File: src/rtl/button_debouncer_if.sv
// Button pin in, debounced level/strobes/press count out, bundled for one debouncer instance.
interface button_debouncer_if;
  logic       btn_in;
  logic       btn_level;
  logic       press;
  logic       release_pulse;
  logic       long_press;
  logic       repeat_pulse;
  logic [7:0] press_count;

  modport master (
    output btn_in,
    input  btn_level, press, release_pulse, long_press, repeat_pulse, press_count
  );

  modport slave (
    input  btn_in,
    output btn_level, press, release_pulse, long_press, repeat_pulse, press_count
  );
endinterface

File: src/rtl/button_debouncer.sv
// Raw button pin -> synced, debounced level with press/release/long-press strobes and press count; auto-repeat under BUTTON_DEBOUNCER_AUTO_REPEAT_EN.
// Latency: DEBOUNCE_CYCLES+2 cycles from stable pin edge to level/strobe; no backpressure, strobes are one-cycle and must be consumed when seen.
module button_debouncer #(
  parameter int DEBOUNCE_CYCLES = 500000,
  parameter int LONG_CYCLES     = 50000000,
  parameter int REPEAT_CYCLES   = 10000000,
  parameter bit ACTIVE_LOW      = 1'b1
) (
  input  logic                clk,
  input  logic                rst_n,
  button_debouncer_if.slave   bus
);

  localparam int DW = $clog2(DEBOUNCE_CYCLES + 1);
  localparam int HW = $clog2(LONG_CYCLES + 1);
  localparam logic [DW-1:0] D_LAST = DW'(DEBOUNCE_CYCLES - 1);
  localparam logic [HW-1:0] H_LAST = HW'(LONG_CYCLES - 1);
  localparam logic [HW-1:0] H_MAX  = HW'(LONG_CYCLES);

  if (DEBOUNCE_CYCLES < 1 || LONG_CYCLES < 1 || REPEAT_CYCLES < 1) begin : g_bad_cfg
    $error("button_debouncer: cycle parameters must all be >= 1");
  end

  typedef enum logic [1:0] {IDLE, ARM_DN, DOWN, ARM_UP} state_t;

  state_t        state, state_nxt;
  logic [DW-1:0] dcnt, dcnt_nxt;
  logic          press_nxt, rel_nxt;
  logic          s1, s2, p;
  logic          level_q, press_q, rel_q, long_q;
  logic [HW-1:0] hcnt;
  logic          held, long_set, rpt_set;
  logic [7:0]    count_q;

  // Flops reset to the idle pin level so reset release never looks like a press.
  always_ff @(posedge clk or negedge rst_n) begin
    if (!rst_n) begin
      s1 <= ACTIVE_LOW;
      s2 <= ACTIVE_LOW;
    end else begin
      s1 <= bus.btn_in;
      s2 <= s1;
    end
  end

  assign p = s2 ^ ACTIVE_LOW;

  always_ff @(posedge clk or negedge rst_n) begin
    if (!rst_n) begin
      state <= IDLE;
      dcnt  <= '0;
    end else begin
      state <= state_nxt;
      dcnt  <= dcnt_nxt;
    end
  end

  always_comb begin
    state_nxt = state;
    dcnt_nxt  = dcnt;
    press_nxt = 1'b0;
    rel_nxt   = 1'b0;
    unique case (state)
      IDLE: begin
        if (p) begin
          if (DEBOUNCE_CYCLES == 1) begin
            state_nxt = DOWN;
            press_nxt = 1'b1;
          end else begin
            state_nxt = ARM_DN;
            dcnt_nxt  = DW'(1);
          end
        end
      end
      ARM_DN: begin
        if (!p) begin
          state_nxt = IDLE;
          dcnt_nxt  = '0;
        end else if (dcnt == D_LAST) begin
          state_nxt = DOWN;
          dcnt_nxt  = '0;
          press_nxt = 1'b1;
        end else begin
          dcnt_nxt  = dcnt + DW'(1);
        end
      end
      DOWN: begin
        if (!p) begin
          if (DEBOUNCE_CYCLES == 1) begin
            state_nxt = IDLE;
            rel_nxt   = 1'b1;
          end else begin
            state_nxt = ARM_UP;
            dcnt_nxt  = DW'(1);
          end
        end
      end
      ARM_UP: begin
        if (p) begin
          state_nxt = DOWN;
          dcnt_nxt  = '0;
        end else if (dcnt == D_LAST) begin
          state_nxt = IDLE;
          dcnt_nxt  = '0;
          rel_nxt   = 1'b1;
        end else begin
          dcnt_nxt  = dcnt + DW'(1);
        end
      end
      default: begin
        state_nxt = IDLE;
        dcnt_nxt  = '0;
      end
    endcase
  end

  assign held     = (state == DOWN) || (state == ARM_UP);
  assign long_set = held && !rel_nxt && (hcnt == H_LAST);

  // Hold counter saturates at LONG_CYCLES so the long strobe fires once per press.
  always_ff @(posedge clk or negedge rst_n) begin
    if (!rst_n) begin
      hcnt   <= '0;
      long_q <= 1'b0;
    end else begin
      long_q <= long_set;
      if (press_nxt || rel_nxt) begin
        hcnt <= '0;
      end else if (held && hcnt != H_MAX) begin
        hcnt <= hcnt + HW'(1);
      end
    end
  end

`ifdef BUTTON_DEBOUNCER_AUTO_REPEAT_EN
  localparam int RW = $clog2(REPEAT_CYCLES + 1);
  localparam logic [RW-1:0] R_LAST = RW'(REPEAT_CYCLES - 1);

  logic          rpt_on, rpt_q;
  logic [RW-1:0] rcnt;

  assign rpt_set = rpt_on && held && !rel_nxt && (rcnt == R_LAST);

  always_ff @(posedge clk or negedge rst_n) begin
    if (!rst_n) begin
      rpt_on <= 1'b0;
      rcnt   <= '0;
      rpt_q  <= 1'b0;
    end else begin
      rpt_q <= rpt_set;
      if (rel_nxt) begin
        rpt_on <= 1'b0;
        rcnt   <= '0;
      end else if (long_set) begin
        rpt_on <= 1'b1;
        rcnt   <= '0;
      end else if (rpt_on && held) begin
        rcnt   <= rpt_set ? '0 : rcnt + RW'(1);
      end
    end
  end

  assign bus.repeat_pulse = rpt_q;
`else
  assign rpt_set          = 1'b0;
  assign bus.repeat_pulse = 1'b0;
`endif

  always_ff @(posedge clk or negedge rst_n) begin
    if (!rst_n) begin
      level_q <= 1'b0;
      press_q <= 1'b0;
      rel_q   <= 1'b0;
      count_q <= '0;
    end else begin
      level_q <= (state_nxt == DOWN) || (state_nxt == ARM_UP);
      press_q <= press_nxt;
      rel_q   <= rel_nxt;
      if (press_nxt || rpt_set) begin
        count_q <= count_q + 8'd1;
      end
    end
  end

  assign bus.btn_level     = level_q;
  assign bus.press         = press_q;
  assign bus.release_pulse = rel_q;
  assign bus.long_press    = long_q;
  assign bus.press_count   = count_q;

endmodule

File: src/flat_wrapper.sv
// flat-port wrapper written by rule: the top's interface ports become plain ports
module button_debouncer_flat 
#(
  parameter int DEBOUNCE_CYCLES = 500000,
  parameter int LONG_CYCLES     = 50000000,
  parameter int REPEAT_CYCLES   = 10000000,
  parameter bit ACTIVE_LOW      = 1'b1
)
  (clk, rst_n, bus_btn_in, bus_btn_level, bus_press, bus_release_pulse, bus_long_press, bus_repeat_pulse, bus_press_count);
  button_debouncer_if bus_i ();
  input  logic clk;
  input  logic rst_n;
  input wire logic [$bits(bus_i.btn_in)-1:0] bus_btn_in;
  output wire logic [$bits(bus_i.btn_level)-1:0] bus_btn_level;
  output wire logic [$bits(bus_i.press)-1:0] bus_press;
  output wire logic [$bits(bus_i.release_pulse)-1:0] bus_release_pulse;
  output wire logic [$bits(bus_i.long_press)-1:0] bus_long_press;
  output wire logic [$bits(bus_i.repeat_pulse)-1:0] bus_repeat_pulse;
  output wire logic [$bits(bus_i.press_count)-1:0] bus_press_count;
  assign bus_i.btn_in = bus_btn_in;
  assign bus_btn_level = bus_i.btn_level;
  assign bus_press = bus_i.press;
  assign bus_release_pulse = bus_i.release_pulse;
  assign bus_long_press = bus_i.long_press;
  assign bus_repeat_pulse = bus_i.repeat_pulse;
  assign bus_press_count = bus_i.press_count;
  button_debouncer #(.DEBOUNCE_CYCLES(DEBOUNCE_CYCLES), .LONG_CYCLES(LONG_CYCLES), .REPEAT_CYCLES(REPEAT_CYCLES), .ACTIVE_LOW(ACTIVE_LOW)) u_core (.clk(clk), .rst_n(rst_n), .bus(bus_i));
endmodule
File: config.mk
export PLATFORM = sky130hd
export DESIGN_NAME = button_debouncer_flat
export DESIGN_NICKNAME = d
export VERILOG_FILES = /design/src/rtl/button_debouncer_if.sv /design/src/rtl/button_debouncer.sv /design/src/flat_wrapper.sv
export SDC_FILE = /design/constraint.sdc
export NUM_CORES = 1
export LEC_CHECK = 0
export BUFFER_PORTS_ARGS = -buffer_cell sky130_fd_sc_hd__buf_2
export CORE_MARGIN = 5
export CORE_UTILIZATION = 35
export DETAILED_ROUTE_END_ITERATION = 8
export MAX_ROUTING_LAYER = met4
export SLEW_MARGIN = 20
export SYNTH_ARGS = -nofsm -noshare
export SYNTH_HDL_FRONTEND = slang
export SYNTH_SLANG_ARGS = --single-unit
File: constraint.sdc
create_clock -name clk -period 2.8 [get_ports clk]
set_input_delay 0.28 -clock clk [delete_from_list [all_inputs] [get_ports clk]]
set_output_delay 0.28 -clock clk [all_outputs]
set_load 0.05 [all_outputs]
### After elaboration in Yosys (flattened, before gate mapping)

Index checks and enable logic that the tools add are counted.
Widths: inputs -> output; s select.

* add/sub/neg operators: 3
* mux-type cells: 20
* eq/ne operators: 10
* reductions and logical operators: 10

Operators by type and width (number)
* $mux 19: 5
* $pmux 19 s4: 1
* $mux 26: 2
* $add 26x1->26 const B: 1
* $eq 26x26->1 const B: 1
* $ne 26x26->1 const B: 1
* $add 19x1->19 const B: 1
* $eq 19x19->1 const B: 1
* $mux 2: 6
* $add 8x1->8 const B: 1
* $eq 2x2->1 const B: 4
* $pmux 2 s4: 1
* $mux 1: 5
* $logic_and 1x1->1: 3
* $logic_or 1x1->1: 3
* $eq 2x1->1 const B: 1
* $logic_not 2->1: 1
* $ne 2x1->1 const B: 1
* $ne 2x2->1 const B: 1
* $reduce_and 2->1: 1
* $reduce_bool 2->1: 1
* $logic_not 1->1: 1

* register bits: 61
* output and inout bits: 13
* logic and storage cells: 53
* input bits: 3

### Longest topological paths before layout

* word-level depth: 7
* depth in mapped cells: 8
* depth with buffers taken out: 7

### Least setup slack after synthesis

No wires, ideal clock.

* path type: register -> register
* start: register u_core.dcnt[11]
* end: register u_core.count_q[1] (netlist: u_core.bus.press_count[1])
* setup time: 0.125 ns
* stages on the path, launching flop included: 7
* arrival time: 1.858 ns
* path buffers: 2
* required time: 2.675 ns
* setup slack: 0.817 ns
* clock period less this slack: 1.983 ns
* cells stage by stage: dfrtp_1 -> buf_2 -> or4b_4 -> nor3_4 -> and4_1 -> buf_4 -> mux2_2

* longest elaborated chain between the ends: 4

Ends and longest elaborated chain
* from (decl): line button_debouncer.sv:27 `logic [DW-1:0] dcnt, dcnt_nxt;`
* from (signal assigned): line button_debouncer.sv:54 `dcnt <= dcnt_nxt;`
* $eq 19x19->1: line button_debouncer.sv:79 `end else if (dcnt == D_LAST) begin`
* $mux 1: line button_debouncer.sv:79
* $mux 1: line button_debouncer.sv:76 `if (!p) begin`
* $mux 1: line button_debouncer.sv:63 `unique case (state)`
* to (signal assigned): line button_debouncer.sv:180 `count_q <= count_q + 8'd1;`
* to (decl): line button_debouncer.sv:33 `logic [7:0] count_q;`

Every way passes these cells.
A chain may end at the register's enable or synchronous reset.

### Final worst setup path

* start: register u_core.s2
* end: register u_core.dcnt[15]

* longest elaborated chain between the ends: 2
* elaborated cells between the ends (all ways): 6
* classes of those cells: eq/ne: 2; mux: 3; reduce/logical: 1

Ends and longest elaborated chain
* from (decl): line button_debouncer.sv:29 `logic s1, s2, p;`
* from (signal assigned): line button_debouncer.sv:39 `s2 <= ACTIVE_LOW;`
* from (signal assigned): line button_debouncer.sv:42 `s2 <= s1;`
* $mux 19 (tied with other cells): line button_debouncer.sv:99 `if (p) begin`
* $pmux 19 s4 / $reduce_and 2->1 (equally long branches)

Several ways; a longest one is shown, not always the timed one.

==> metrics.md <==
| Metric | Value |
|---|---|
| Synth Flop Type | dfrtp_1 |
| Total track usage | 11.9% |
| CP max FO | 16 |
| Post-synth top cells | 59 x dfrtp_1, 36 x nor2_1, 30 x nand3_1 |
| Largest family of logic cells by synthesized area | simple AND/OR/NAND/NOR gates |
| Starting density of the core | 35.8% |
| Mapped Nets | 324 |
| Row cnt | 34 |
| Final Core Density | 40.8% |
| Max Clk Rate | 442 MHz |
| Worst hold path class | in2async |
| Post-synthesis average cell area | 9.79 um^2 |
| WL final | 6.03 mm |
| Routability cong. | 0.793 |
| DR vias | 2,358 |
| Die height | 104 um |
| Share of layout cells above drive strength 1 | 13.2% |
| Worst clock skew | 0.0126 ns |
| Synth cell types | 39 |
| Seq/Total Area, Yosys | 49.3% |
| Crit end category | flop |
| Clock sinks | 61 |
| Cell with the most instances after synthesis | dfrtp_1 |
| Synth Instances | 317 |
| CTS clk-pin slew, worst paths | 0.08 ns |
| Die area | 10,900 um^2 |
| Growth of design area from synthesis to finish | 14.2% |
| Worst skew pair latency | 0.34 ns |
| Netlist Area Pre-Place | 3100 um^2 |
| Post-route antenna net violation count | 0 |
| Setup bufs post-CTS | 0 |
| CTS tree | built |
| Avg Vias per Cell | 5.26 |
| Num ports | 16 |
| Asr flop ratio synth | 100% |
| Number of synthesized register bits | 61 |
| Final setup fails | 0 |
| Simple-gate area share of the yosys netlist | 26.1% |
| Share of synthesized area spent on multiplexers | 3.59% |
| Hold Vio Cnt, Final | 0 |
| # nets final | 342 |
| Status | finished clean |
| Synth top area share | 47.6% |
| PnR Total Power | 1.96 mW |
| Gr ovfl total | 0 |
| First-pass GRT wire length | 10.6 mm |
| Post_cts resized | 0 |
| Initial antenna violation count | 0 |
| Antenna diodes | 0 |
| Worst path required time | 3.06 ns |
| H-tree depth | 3 |
| Slew @ Worst Pin | 0.783 ns |
| Crit path DAT | 2.52 ns |
| Largest net degree at the start of global routing | 33 |
| Synth Area in Compound Gates | 6.25% |
| XOR/XNOR Fraction of Synth Area | 9.31% |
| Critical path type | reg2reg |
| Placeable core area | 8680 um^2 |
| CTS Buf Count | 9 |
| Post-DP HPWL | 4.13 mm |
| Vias in the first global route | 2,254 |
| Post-synth top area cell | dfrtp_1 |
| Unrepaired setup endpoints after global routing | no |
| Port Buf Inserts | 14 |
| Place WS | 0.568 ns |
| Clock buffer depth | 2 |
| Final clock period utilization by the worst path | 80.9% |
| Startpoint Class | flop |
| Pwr Density | 553 nW/um^2 |
| Final setup margin | 0.535 ns |
| Clk root buf | clkbuf_8 |
| Pleak | 1.56 nW |
| Max-cap violations | 0 |
| Max-slew headroom | 47.3% |
| CTS hold repair buffers | 0 |
| DRC | 0 |
| Min Tclk post-route | 2.26 ns |
| DRT iter0 DRCs | 94 |
| Slew Limit Fails | 0 |
| Die width | 104 um |
| Synthesis Warnings | 0 |
| WL/cell | 13.5 um |
| Adder-Cell Fraction of Synth Area | 1.61% |
| Maximum vdd drop | 0.000217 V |
| Post-synth EDFFs | 0 |
| DR pass1 iterations | 4 |
| Setup TNS | 0 ns |
| Top post-synthesis cells by area | dfrtp_1 48%, xor2_1 5.9%, nand3_1 4.8% |
==> cell usage in the layout (no fill, tap or decap), types with 11 or more instances in the layout <==
master and n:
a21oi_1 16, buf_2 14, clkbuf_8 11, dfrtp_1 59, nand2_1 20, nand3_1 30
nand4_1 24, nor2_1 35, xnor2_1 12, xor2_1 21
==> cell families after synthesis <==
kind of cell,after synthesis
adder cells (fa/ha/maj),4
AND/OR/NAND/NOR,151
multiplexers,11
AO/OA/AOI/OAI,34
XOR/XNOR,33
flip-flops,61
buffers and inverters,22
other,1
==> cell type report <==
| cell class | instances | area [um^2] |
|---|---|---|
| multi-input cells | 234 | 1470 |
| clock buffers | 11 | 151 |
| fillers | 876 | 5130 |
| inverters | 10 | 37.5 |
| well taps | 108 | 135 |
| clock inverters | 5 | 106 |
| repair buffers | 19 | 120 |
| flip-flops and latches | 61 | 1530 |
==> worst max-delay path, stage by stage, from the launching register on <==
cell and delay (ns):
dfstp_2 0.58, xnor2_1 0.22, nand2_1 0.23, a21oi_2 0.58, buf_4 0.32, a21oi_1 0.08, o21ai_0 0.18
==> path summary, 6_finish.rpt <==
check,startpoint,to,slack [ns],depth (start not counted)
worst max-delay path,u_core.s2,u_core.dcnt[15],0.54,6
worst min-delay path,rst_n,u_core.hcnt[14],0.009,1
worst max register to register,u_core.s2,u_core.dcnt[15],0.54,6
worst min register to register,u_core.s1,u_core.s2,0.36,0
max in group asynchronous,rst_n,u_core.s1,2.12,2
min in group clk,bus_btn_in,u_core.s1,0.04,1
==> routing by layer <==
| metal | part of all wire (%) | global-route usage (%) | vias to the layer above |
|---|---|---|---|
| met5 | 0 | - | - |
| met4 | 0.86 | 3.33 | 0 |
| met3 | 3.0 | 3.79 | 5 |
| met2 | 45 | 16.8 | 26 |
| met1 | 51 | 16.3 | 1164 |
| li1 | - | - | 1163 |
==> flip-flops by register name (all words and copies together) (netlist names) <==
| register | flops |
|---|---|
| u_core.s1 | 1 |
| u_core.bus.press_count | 8 |
| u_core.bus.press | 1 |
| u_core.s2 | 1 |
| u_core.bus.release_pulse | 1 |
| u_core.dcnt | 19 |
| u_core.state | 2 |
| u_core.bus.btn_level | 1 |
| u_core.hcnt | 26 |
| u_core.bus.long_press | 1 |
==> through the flow <==
stage	hold WS, ns	instance area, um^2	cells
after detailed placement	0.353	3290	432
final	0.00879	3540	448
after floorplan	-0.0156	3100	317
after global routing	0.0212	3540	448
after global placement	0.359	3280	432
after CTS	0.0247	3540	448
==> report_power, final <==
part / internal [mW] / switching, mW
registers: 0.889 / 0.00890
clock network: 0.642 / 0.362
logic: 0.0173 / 0.0418
total: 1.55 / 0.412
Power figures use the tool's default switching activity.
